$ cat config.mk
export PLATFORM = sky130hd
export DESIGN_NAME = mat_vec_seq
export DESIGN_NICKNAME = d
export VERILOG_FILES = /design/src/rtl/mat_vec_seq.sv
export SDC_FILE = /design/constraint.sdc
export NUM_CORES = 1
export LEC_CHECK = 0
export ABC_CLOCK_PERIOD_IN_PS = 3000
export CAP_MARGIN = 5
export CORE_ASPECT_RATIO = 1.4
export CORE_MARGIN = 4
export CORE_UTILIZATION = 30
export CTS_BUF_LIST = sky130_fd_sc_hd__clkbuf_4
export CTS_CLUSTER_SIZE = 24
export DETAILED_ROUTE_END_ITERATION = 8
export PLACE_DENSITY = 0.58
export RECOVER_POWER = 50
export SLEW_MARGIN = 20
export SYNTH_ARGS = -nofsm -noshare
export SYNTH_HDL_FRONTEND = slang
export SYNTH_SLANG_ARGS = --single-unit
$ cat constraint.sdc
create_clock -name clk -period 3 [get_ports clk]
set_input_delay 0.6 -clock clk [delete_from_list [all_inputs] [get_ports clk]]
set_output_delay 0.6 -clock clk [all_outputs]
set_load 0.005 [all_outputs]
$ cat src/rtl/mat_vec_seq.sv
// rtl/mat_vec_seq.sv - load/compute/drain sequencer for the DIMxDIM matrix-vector datapath
//
// Ports:
//   clk, rst          clock and asynchronous active-high reset
//   start             begin a job (sampled only while idle)
//   busy, done        job in progress (CLEAR..DONE) / one-cycle completion pulse
//   row_valid/ready   matrix row handshake, row_data element j at [j*DATA_WIDTH +: DATA_WIDTH]
//   vec_valid/ready   vector element handshake, vec_data
//   clr               datapath accumulator clear, active low
//   a_wren, a_fifo_in registered row write into the DIM A FIFOs
//   b_wren, b_fifo_in registered element write into the B FIFO
//   a_rden, b_rden    skewed read enables for the compute phase
module mat_vec_seq #(
  parameter int DATA_WIDTH = 8,
  parameter int DIM        = 8,
  parameter int MAC_LAT    = 1
) (
  input  logic                      clk,
  input  logic                      rst,
  input  logic                      start,
  output logic                      busy,
  output logic                      done,
  input  logic                      row_valid,
  output logic                      row_ready,
  input  logic [DIM*DATA_WIDTH-1:0] row_data,
  input  logic                      vec_valid,
  output logic                      vec_ready,
  input  logic [DATA_WIDTH-1:0]     vec_data,
  output logic                      clr,
  output logic                      a_wren,
  output logic [DIM*DATA_WIDTH-1:0] a_fifo_in,
  output logic                      b_wren,
  output logic [DATA_WIDTH-1:0]     b_fifo_in,
  output logic [DIM-1:0]            a_rden,
  output logic                      b_rden
);

  // One shared counter serves loads, compute time t and drain; it is
  // cleared on every state change, so it must cover the longest phase.
  localparam int CW = $clog2(2*DIM + MAC_LAT + 1);

  typedef enum logic [2:0] {
    S_IDLE, S_CLEAR, S_LOAD_A, S_LOAD_B, S_GAP, S_COMPUTE, S_DRAIN, S_DONE
  } state_t;

  state_t        state, state_d;
  logic [CW-1:0] cnt, cnt_d;
  logic          row_hs, vec_hs;

  assign row_hs = row_valid && (state == S_LOAD_A);
  assign vec_hs = vec_valid && (state == S_LOAD_B);

  always_ff @(posedge clk or posedge rst) begin
    if (rst) begin
      state <= S_IDLE;
      cnt   <= '0;
    end else begin
      state <= state_d;
      cnt   <= cnt_d;
    end
  end

  always_comb begin
    state_d   = state;
    cnt_d     = cnt;
    busy      = 1'b1;
    done      = 1'b0;
    clr       = 1'b1;
    row_ready = 1'b0;
    vec_ready = 1'b0;
    b_rden    = 1'b0;
    a_rden    = '0;
    case (state)
      S_IDLE: begin
        busy = 1'b0;
        if (start) state_d = S_CLEAR;
      end
      S_CLEAR: begin
        clr     = 1'b0;
        cnt_d   = '0;
        state_d = S_LOAD_A;
      end
      S_LOAD_A: begin
        row_ready = 1'b1;
        if (row_hs) begin
          if (cnt == CW'(DIM-1)) begin
            state_d = S_LOAD_B;
            cnt_d   = '0;
          end else begin
            cnt_d = cnt + CW'(1);
          end
        end
      end
      S_LOAD_B: begin
        vec_ready = 1'b1;
        if (vec_hs) begin
          if (cnt == CW'(DIM-1)) begin
            state_d = S_GAP;
            cnt_d   = '0;
          end else begin
            cnt_d = cnt + CW'(1);
          end
        end
      end
      S_GAP: begin
        // last registered b_wren lands this cycle; no reads yet
        state_d = S_COMPUTE;
        cnt_d   = '0;
      end
      S_COMPUTE: begin
        b_rden = (cnt < CW'(DIM));
        // FIFO k starts k cycles late so its column meets the right vector element
        for (int k = 0; k < DIM; k++) begin
          a_rden[k] = (cnt >= CW'(k)) && (cnt < CW'(k + DIM));
        end
        if (cnt == CW'(2*DIM-2)) begin
          state_d = S_DRAIN;
          cnt_d   = '0;
        end else begin
          cnt_d = cnt + CW'(1);
        end
      end
      S_DRAIN: begin
        if (cnt == CW'(MAC_LAT-1)) begin
          state_d = S_DONE;
          cnt_d   = '0;
        end else begin
          cnt_d = cnt + CW'(1);
        end
      end
      S_DONE: begin
        done    = 1'b1;
        state_d = S_IDLE;
      end
      default: begin
        busy    = 1'b0;
        state_d = S_IDLE;
      end
    endcase
  end

  // Write side is registered: a handshake in cycle n writes in cycle n+1.
  always_ff @(posedge clk or posedge rst) begin
    if (rst) begin
      a_wren    <= 1'b0;
      a_fifo_in <= '0;
      b_wren    <= 1'b0;
      b_fifo_in <= '0;
    end else begin
      a_wren <= row_hs;
      b_wren <= vec_hs;
      if (row_hs) a_fifo_in <= row_data;
      if (vec_hs) b_fifo_in <= vec_data;
    end
  end

endmodule
==> out/qor.txt <==
Die Y - 138 µm
Total power - 5.18 mW
Slew Viols, Final - 36
Clock transition at path regs - 140 ps
Syn nets - 347
Largest net degree at the start of global routing - 49
Area grow syn2layout - 54.6%
Slowest CP cell - dfrtp_1
Hold WS - 513 ps
Placer Congestion - 0.829
Worst r2r src - state[1]$_DFFE_PP0P_
H-tree depth - 3
Gr usage total - 13.5%
Worst Path Required - 2400 ps
Max-cap violations - 1
Ys async rst share - 100%
FF+latch count, synth - 82
Sink Count - 82
Worst Setup Start Kind - register
Initial antenna violation count - 0
Warnings, synthesis - 0
Highest Signal Layer - met4
CTS Buffer Depth - 2
Initial Utilization - 30.5%
Die area - 0.0139 mm²
RSZ-0062 raised after global routing - no
Total congestion overflow - 0
Post-detail-place hpwl - 7.39 mm
Vias - 2773
Routed wire per std cell - 16.3 µm
Worst-path fanout max - 14
Standard-cell row count - 47
Post-synth EDFFs - 0
Vias per cell - 4.69
Relative slew slack - -4.83%
Tmin final - 2850 ps
Top FF cell, synth - dfrtp_1
Failing checks - capacitance limit, slew limit
# DRC - 0
Share of post-route cells with drive strength above 1 - 25.9%
Hold Fails Final Rpt - 0
Seq/Total Area, Yosys - 56.9%
Crit Path Category - reg2out
IO Pins - 165
Mapped Area - 0.00361 mm²
Reg2Reg Setup Slack - 290 ps
HP Class - reg2reg
Crit path largest cell delay - 550 ps
Distinct cell type count of the synthesized netlist - 45
Fmax - 351 MHz
Worst-Margin Slew - 1560 ps
Fill count - 1091
Worst Hold Launch - a_fifo_in[17]$_DFFE_PP0P_
FF-to-FF path depth - 6
Setup WS post-layout - 154 ps
Syn_area_per_cell - 13.5 µm²
Setup Slack @ Placement - 476 ps
Crit end category - output pin
Worst skew pair latency - 430 ps
PortBufs - 164
Most frequent cells in the layout - 131 x clkdlybuf4s50_1, 79 x dfrtp_1, 73 x mux2_2
Total negative slack - 0 ps
DR pass1 iterations - 4
Status - finished with violations
Pwr Density - 929 mW/mm²
Final wirelength - 9.66 mm
# diodes - 0
Synth Instances - 267
Most common cell after layout, fill and taps aside - clkdlybuf4s50_1
Antenna-violating nets left - 0
CTS tree - yes
Crit path cell chain - or2_2, nor4_1, a21oi_1, o21a_1, clkdlybuf4s50_1
Metal-1 WL - 3.41 mm
CTS Buf Count - 9
Placeable Area - 0.0118 mm²
CTS Root Cell - clkbuf_4
Layout Nets - 519
Post-Route Skew - 16.3 ps
Routed met2 length - 5.41 mm
Worst R2R End - a_fifo_in[29]$_DFFE_PP0P_
Vias in the first global route - 2869
Worst Path Arrival - 2250 ps
Global-route wire length before repair - 14.6 mm
Final period utilization - 94.9%
Met3 wire length - 654 µm
Worst Hold Path EP - a_fifo_in[17]$_DFFE_PP0P_
Die W - 101 µm
Hold Crit Depth - 1
First DRT Iteration DRCs - 55
VDD IR max - 0.440 mV
P_leak - 2.30 nW
Final Setup Violations - 0
routing by layer:
| layer | vias to the layer above | track usage, % |
|---|---|---|
| met4 | 0 | 5.54 |
| met3 | 12 | 3.50 |
| li1 | 1300 | - |
| met2 | 109 | 25.6 |
| met1 | 1352 | 13.8 |
| met5 | - | 0 |
critical path: cells and delay by family (launching register included):
family,cells,cell delay [ps]
simple gates,2,590
flops,1,550
compound gates,2,250
buf+inv,1,440
Yosys cell counts (2+ instances only):
| master | n | area share [%] |
|---|---|---|
| a21oi_1 | 10 | 1.4 |
| a311oi_1 | 2 | 0.49 |
| a31oi_1 | 2 | 0.35 |
| buf_2 | 2 | 0.28 |
| buf_4 | 5 | 1.0 |
| buf_6 | 6 | 1.9 |
| clkbuf_1 | 4 | 0.42 |
| dfrtp_1 | 82 | 57 |
| ha_1 | 3 | 1.0 |
| inv_1 | 8 | 0.83 |
| mux2_2 | 73 | 23 |
| nand2_1 | 11 | 1.1 |
| nand2b_1 | 2 | 0.35 |
| nand3_1 | 4 | 0.56 |
| nor2_1 | 7 | 0.73 |
| nor2b_1 | 2 | 0.35 |
| nor3_1 | 2 | 0.28 |
| nor4_1 | 2 | 0.35 |
| o211a_1 | 2 | 0.56 |
| o21a_1 | 2 | 0.42 |
| o21ai_0 | 7 | 0.97 |
| o31a_1 | 3 | 0.73 |
| or2_2 | 2 | 0.35 |
| or3_1 | 3 | 0.52 |
power by group:
part	switching [mW]	total, mW	internal [mW]
combinational	0.992	2.67	1.68
clock	0.406	0.581	0.174
sequential	0.276	1.92	1.65
total	1.67	5.18	3.50
sequential cells by signal, summed over array words and instances, names as in the netlist:
| signal | count |
|---|---|
| a_wren | 1 |
| b_wren | 1 |
| state | 3 |
| b_fifo_in | 8 |
| a_fifo_in | 64 |
| cnt | 5 |
through the flow:
stage          area [µm²]  utilization (%)  std cells
6_report             5570             47.2        591
5_1_grt              5570             47.2        591
4_1_cts              5550             47.0        587
3_5_place_dp         5430             45.9        571
3_3_place_gp         5430             45.9        571
2_1_floorplan        3610                -        267
area by class of cell:
type | count | area (µm²) | area share (%)
Timing Repair Buffer | 178 | 1780 | 31.9
Multi-Input combinational cell | 160 | 1410 | 25.2
Inverter | 8 | 31.3 | 0.561
Sequential cell | 82 | 2060 | 36.9
Tap cell | 147 | 184 | 3.30
Clock inverter | 7 | 52.6 | 0.943
Clock buffer | 9 | 67.6 | 1.21
repair_timing:
item / in CTS / in global routing
pin swaps: 0 / 1
gates resized for setup: 1 / 5
endpoints found under the setup margin: 1 / 6
hold buffers: 0 / 0
buffers inserted: 0 / 4
cloned: 0 / 0
how the worst max path moves through the flow:
stage                          from                        to  slack [ps]  depth (start not counted)
2_1_floorplan                   rst  a_fifo_in[0]$_DFFE_PP0P_         290                          1
3_3_place_gp     cnt[1]$_DFFE_PP0P_                 a_rden[7]         500                          6
3_5_place_dp     cnt[1]$_DFFE_PP0P_                 a_rden[7]         480                          6
4_1_cts        state[2]$_DFFE_PP0P_                 a_rden[5]           5                          4
5_1_grt          cnt[1]$_DFFE_PP0P_                 a_rden[3]          20                          5
6_report         cnt[2]$_DFFE_PP0P_                 a_rden[1]         150                          5
kinds of logic after synthesis:
| kind of cell | share of synthesized area, % |
|---|---|
| adder cells (fa/ha/maj) | 1.04 |
| multiplexers | 23.1 |
| AO/OA/AOI/OAI | 7.60 |
| buffers and inverters | 4.44 |
| flip-flops | 56.9 |
| XOR/XNOR | 0.243 |
| AND/OR/NAND/NOR | 6.70 |
No activity file was read; power rests on OpenSTA's default activity.
